File: src/rtl/alu_sequencer.sv
// Multi-cycle operation sequencer for the external 32-bit ALU.
// Multi-bit shifts and rotates are built by feeding alu_c back into A once per cycle.
//
// state   | meaning
// IDLE    | waiting for start; all registers hold
// EXEC    | single-pass op 0-4 on the ALU; alu_c captured into Z
// SHIFT   | one-bit pass per cycle while cnt != 0; A copied into Z when cnt hits 0
// DONE    | one-cycle done pulse (err if opcode was invalid); start ignored
module alu_sequencer (
  input  logic        i_clock,
  input  logic        i_clear,
  input  logic        i_start,
  input  logic [4:0]  i_opcode,
  input  logic [31:0] i_ra_data,
  input  logic [31:0] i_rb_data,
  input  logic [31:0] i_alu_c,
  output logic [31:0] o_alu_a,
  output logic [31:0] o_alu_b,
  output logic [4:0]  o_alu_op,
  output logic [31:0] o_z_out,
  output logic        o_busy,
  output logic        o_done,
  output logic        o_err
);

  localparam logic [4:0] OP_LAST_EXEC  = 5'd4;
  localparam logic [4:0] OP_LAST_SHIFT = 5'd9;

  typedef enum logic [1:0] {
    S_IDLE  = 2'd0,
    S_EXEC  = 2'd1,
    S_SHIFT = 2'd2,
    S_DONE  = 2'd3
  } state_t;

  state_t      r_state;
  logic [31:0] r_a;
  logic [31:0] r_b;
  logic [4:0]  r_op;
  logic [4:0]  r_cnt;
  logic [31:0] r_z;
  logic        r_err;
  logic        r_busy;
  logic        r_done;

  logic        w_op_exec;
  logic        w_op_shift;

  assign w_op_exec  = (i_opcode <= OP_LAST_EXEC);
  assign w_op_shift = (i_opcode > OP_LAST_EXEC) && (i_opcode <= OP_LAST_SHIFT);

  // busy/done/err are registered alongside the state so they align with it exactly
  always_ff @(posedge i_clock) begin
    if (i_clear) begin
      r_state <= S_IDLE;
      r_a     <= '0;
      r_b     <= '0;
      r_op    <= '0;
      r_cnt   <= '0;
      r_z     <= '0;
      r_err   <= 1'b0;
      r_busy  <= 1'b0;
      r_done  <= 1'b0;
    end else begin
      case (r_state)
        S_IDLE: begin
          if (i_start) begin
            if (w_op_exec) begin
              r_a     <= i_ra_data;
              r_b     <= i_rb_data;
              r_op    <= i_opcode;
              r_busy  <= 1'b1;
              r_state <= S_EXEC;
            end else if (w_op_shift) begin
              r_a     <= i_ra_data;
              r_b     <= i_rb_data;
              r_op    <= i_opcode;
              r_cnt   <= i_rb_data[4:0];
              r_busy  <= 1'b1;
              r_state <= S_SHIFT;
            end else begin
              r_err   <= 1'b1;
              r_done  <= 1'b1;
              r_state <= S_DONE;
            end
          end
        end
        S_EXEC: begin
          r_z     <= i_alu_c;
          r_busy  <= 1'b0;
          r_done  <= 1'b1;
          r_state <= S_DONE;
        end
        S_SHIFT: begin
          if (r_cnt != 5'd0) begin
            r_a   <= i_alu_c;
            r_cnt <= r_cnt - 5'd1;
          end else begin
            r_z     <= r_a;
            r_busy  <= 1'b0;
            r_done  <= 1'b1;
            r_state <= S_DONE;
          end
        end
        S_DONE: begin
          r_done  <= 1'b0;
          r_err   <= 1'b0;
          r_state <= S_IDLE;
        end
        default: begin
          r_busy  <= 1'b0;
          r_done  <= 1'b0;
          r_err   <= 1'b0;
          r_state <= S_IDLE;
        end
      endcase
    end
  end

  assign o_alu_a  = r_a;
  assign o_alu_b  = r_b;
  assign o_alu_op = r_op;
  assign o_z_out  = r_z;
  assign o_busy   = r_busy;
  assign o_done   = r_done;
  assign o_err    = r_err;

endmodule
File: config.mk
export PLATFORM = sky130hd
export DESIGN_NAME = alu_sequencer
export DESIGN_NICKNAME = d
export VERILOG_FILES = /design/src/rtl/alu_sequencer.sv
export SDC_FILE = /design/constraint.sdc
export NUM_CORES = 1
export LEC_CHECK = 0
export CAP_MARGIN = 25
export CORE_UTILIZATION = 40
export DETAILED_ROUTE_END_ITERATION = 12
export MAX_ROUTING_LAYER = met4
export PLACE_DENSITY = 0.82
export SETUP_SLACK_MARGIN = 0.4
export SYNTH_ARGS = -nofsm -noshare
export SYNTH_HDL_FRONTEND = slang
export SYNTH_SLANG_ARGS = --single-unit
File: constraint.sdc
create_clock -name i_clock -period 2.95 [get_ports i_clock]
set_input_delay 0.59 -clock i_clock [delete_from_list [all_inputs] [get_ports i_clock]]
set_output_delay 0.59 -clock i_clock [all_outputs]
set_load 0.02 [all_outputs]
### Yosys cells after proc, flatten, opt, wreduce, memory -nomap -nowiden

Index checks and enable logic that the tools add are counted.

| storage, ports and cells | value |
|---|---|
| bits in registers | 111 |
| input bits | 104 |
| output and inout bits | 104 |
| logic and storage cells | 71 |

| operators by class | value |
|---|---|
| $add $sub $neg | 1 |
| order comparisons | 3 |
| eq/ne operators | 10 |
| muxes and demuxes | 32 |
| reduce and logical (&&, ||, !) cells | 16 |

Operators with widths:

| cell | number |
|---|---|
| $mux W32 | 7 |
| $pmux W32 S2 | 2 |
| $mux W5 | 6 |
| $reduce_and A4 Y1 | 4 |
| $ne A2 B2 Y1 const B | 6 |
| $pmux W5 S2 | 1 |
| $mux W1 | 9 |
| $pmux W2 S4 | 1 |
| $reduce_bool A2 Y1 | 4 |
| $mux W2 | 3 |
| $gt A5 B3 Y1 const B | 1 |
| $le A5 B3 Y1 const B | 1 |
| $le A5 B4 Y1 const B | 1 |
| $reduce_and A5 Y1 | 1 |
| $reduce_bool A5 Y1 | 1 |
| $sub A5 B1 Y5 const B | 1 |
| $eq A2 B2 Y1 const B | 2 |
| $pmux W1 S4 | 1 |
| $reduce_and A2 Y1 | 2 |
| $ne A3 B3 Y1 const B | 1 |
| $pmux W1 S3 | 1 |
| $reduce_and A3 Y1 | 1 |
| $reduce_bool A3 Y1 | 1 |
| $eq A2 B1 Y1 const B | 1 |
| 3 further kinds | 3 |

### Longest topological paths before layout

| logic depth | value |
|---|---|
| depth in word-level cells | 6 |
| gate-level depth with buffers | 9 |
| depth with buffers taken out | 6 |

### Least setup slack after synthesis

OpenSTA, ideal clock, no wires.

| timing path | value |
|---|---|
| path kind | input port to flip-flop |
| from | input i_opcode[1] |
| to | register r_cnt[0] |
| setup time | 117 ps |
| arrival time | 1930 ps |
| required time | 2833 ps |
| path slack | 903 ps |
| stages on the path | 5 |
| cell sequence | or3b_2 > o221a_2 > or3_1 > clkbuf_1 > a32o_1 |

| between the ends | value |
|---|---|
| word-level cells in the longest chain between the ends | 4 |

RTL lines:

| element | RTL line | source |
|---|---|---|
| start, declared | 13 | `input logic [4:0] i_opcode,` |
| $gt A5 B3 Y1 or $le A5 B4 Y1 (tied branches) | 50 | `assign w_op_shift = (i_opcode > OP_LAST_EXEC) && (i_opcode <= OP_LAST_SHIFT);` |
| $logic_and A1 B1 Y1 | 50 |  |
| $ne A2 B2 Y1 (no source line) | - |  |
| $reduce_and A5 Y1 (no source line) * | - |  |
| end signal, assigned | 78 | `r_cnt <= i_rb_data[4:0];` |
| end signal, assigned | 97 | `r_cnt <= r_cnt - 5'd1;` |
| end, declared | 40 | `logic [4:0] r_cnt;` |

Every way passes the cells marked *; elsewhere a longest branch is shown, timed or not.
A chain may end at the register's enable or synchronous reset.

### Worst setup path in the final report

| timing path | value |
|---|---|
| from | register r_cnt[0] |
| to | register r_a[18] (netlist: o_alu_a[18]) |

| between the ends | value |
|---|---|
| word-level cells in the longest chain between the ends | 3 |

RTL lines:

| element | RTL line | source |
|---|---|---|
| $reduce_bool A5 Y1 | 95 | `if (r_cnt != 5'd0) begin` |
| $ne A2 B2 Y1 (no source line) | - |  |
| $reduce_and A4 Y1 (no source line) | - |  |
| end signal, assigned | 69 | `r_a <= i_ra_data;` |
| end signal, assigned | 75 | `r_a <= i_ra_data;` |
| end signal, assigned | 96 | `r_a <= i_alu_c;` |
| end, declared | 37 | `logic [31:0] r_a;` |

No other way between the ends.

==> results.json <==
{
  "cp.required_ps": 3220,
  "skew_ps": 6.12,
  "period_share": 0.797,
  "hold_viol_final": 0,
  "routedWlPerCell_um": 16.4,
  "rows": 40,
  "ys_warn_count": 0,
  "core_region_area_mm2": 0.0121,
  "grt_max_degree": 65,
  "path_cells": "inv_1, ha_1, or4b_4, mux2_4, and2_2, buf_4, a211oi_1",
  "cts-htree-levels": 3,
  "yosys-top-cells-count": "dfxtp_1 (111), nand2_1 (77), a21oi_1 (73), mux2i_1 (66), nor2_1 (40)",
  "dpl.hpwl_um": 10100,
  "antenna_cells": 0,
  "yosys_register_bits": 111,
  "place.port_buffers": 207,
  "start_util": 0.412,
  "design.portCount": 208,
  "gr-total-overflow": 0,
  "yosys.area.top_type": "dfxtp_1",
  "critPathSlowestCell": "or4b_4",
  "gp_congestion": 0.817,
  "post-synth-top-area-fraction": 0.445,
  "area_growth_pct": 51.8,
  "nNetsFinal": 829,
  "slew_headroom": 0.632,
  "drv_cap": 0,
  "cp_num_buf_inv": 2,
  "crit_path_end_kind": "flop",
  "yosysMostFrequentCell": "dfxtp_1",
  "cp_top_family": "simple AND/OR/NAND/NOR gates",
  "tns_ps": 0,
  "cts-root-buf": "clkbuf_16",
  "finalMaxSlewViolations": 0,
  "ant_nets": 0,
  "synthCells": 539,
  "clkTransAtPathRegs_ps": 70,
  "viasPerCell": 5.30,
  "worstPathArrival_ps": 2620,
  "vias": 4730,
  "clk_latency_ps": 350,
  "firstDrtPassIters": 5,
  "synth_ff_type": "dfxtp_1",
  "async_flop_share": 0,
  "ctsLongestPathBuffers": 2,
  "final_layout_size_suffix_gt1_frac": 0.0939,
  "synth_area_mm2": 0.00499,
  "cp_max_fo": 17,
  "period_needed_ps": 2350,
  "seq_area_frac_synth": 0.445,
  "fp.dieH_um": 114,
  "finalWirelength_um": 14600,
  "cts.sinks": 111,
  "clock.fmax_mhz": 425,
  "grt_pass1_vias": 4593,
  "syn_area_per_cell_um2": 9.26,
  "setup-violations-final": 0,
  "final_util": 0.626,
  "synth_edf_count": 0,
  "die_area_mm2": 0.0129,
  "tritoncts": "built",
  "status": "finished clean",
  "worst_setup_path_start_kind": "flop",
  "crit_type": "reg2reg",
  "slowest_delay_ps": 530,
  "cts_inserted_buffers": 9,
  "worst_pin_slew_ps": 551,
  "syn_nets": 649,
  "hold_path.class": "reg2reg",
  "antenna_found_initial": 0,
  "drc_errors": 0,
  "rsz0062_at_grt": "no",
  "leakagePower_nw": 2.62,
  "synth_area_leaders": "dfxtp_1 (45%), mux2i_1 (13%), a211oi_2 (7.5%)",
  "ys_types": 42,
  "drt_iter0_drc": 275,
  "powerDensity_mw_per_mm2": 1040,
  "peakVddDrop_v": 0.000590,
  "die_w_um": 114,
  "grt_use_total": 0.226,
  "grt_pass1_wl_um": 22400
}
## layout make-up
type                       instances  area, um^2
multi-input combinational        372        2580
timing repair buffer             217        2200
inverter                           8        30.0
clock buffer                      12         256
tap                              168         210
sequential                       111        2220
fill                             988        4540
clock inverter                     4        77.6
## cell families after synthesis
family,count (synthesis),share of synthesized area
buffers and inverters,57,0.0506
flip-flops,111,0.445
adder cells (fa/ha/maj),6,0.0150
multiplexers,67,0.135
AND/OR/NAND/NOR,134,0.112
AO/OA/AOI/OAI,164,0.242
## final timing paths
path                             startpoint     endpoint  cells after the start  slack [ps]
worst max-delay path               r_cnt[0]  o_alu_a[18]                      7         600
worst min-delay path            o_alu_b[16]  o_alu_b[16]                      2         450
worst max register to register     r_cnt[0]  o_alu_a[18]                      7         600
worst min register to register  o_alu_b[16]  o_alu_b[16]                      2         450
## sequential cells by signal, summed over array words and instances (netlist names)
signal	count
o_alu_a	32
o_alu_b	32
o_z_out	32
o_alu_op	5
r_cnt	5
r_state	2
o_busy	1
o_done	1
o_err	1
## through the flow
stage / cell area (um^2) / setup slack (ps) / hold WS [ps] / std cells / power, mW
after global routing: 7580 / 456 / 483 / 892 / 8.36
after global placement: 7200 / 384 / 440 / 874 / 6.35
after detailed placement: 7200 / 341 / 446 / 874 / 6.49
final: 7580 / 598 / 453 / 892 / 7.91
after floorplan: 4990 / 903 / 452 / 539 / 5.01
after CTS: 7530 / 407 / 457 / 890 / 7.87
## repair_timing
action / in CTS / in global routing
buffers inserted: 0 / 0
gates resized for setup: 0 / 1
setup endpoints to repair: 0 / 24
hold buffers: 0 / 0
## cells in the final DEF (no fill, tap or decap), drive strengths merged, types with 2 or more instances in the layout
master and instances:
inv 8, or3b 2, clkbuf 12, buf 11, mux2 2, nand2 77
a211oi 64, or3 3, o311ai 2, a21oi 73, dfxtp 111, clkinv 2
nor2 40, o31ai 5, mux2i 66, nor3b 2, o21a 2, a311oi 2
clkdlybuf4s50 206, ha 6, a21boi 2, nor3 2, o211ai 2, a22oi 2
bufinv 2, o21ai 3
## worst min-delay path, delay by kind of cell (launching register included)
kind             cells  cell delay [ps]
AO/OA/AOI/OAI        1               50
flip-flops           1              310
AND/OR/NAND/NOR      1               50
## per-layer routing
layer	vias to the layer above	global-route usage	routed length [um]
met2	221	0.371	7030
met1	2187	0.267	6160
met5	-	-	0
li1	2298	-	-
met4	0	0.0842	293
met3	24	0.0558	1160
## report_power, final
group | internal, mW | leakage [nW] | switching (mW)
clock | 0.795 | 0.163 | 0.556
combinational | 1.91 | 1.55 | 2.40
sequential | 1.94 | 0.911 | 0.313
total | 4.64 | 2.62 | 3.27
Note: power is estimated with default switching activity, not from simulation.
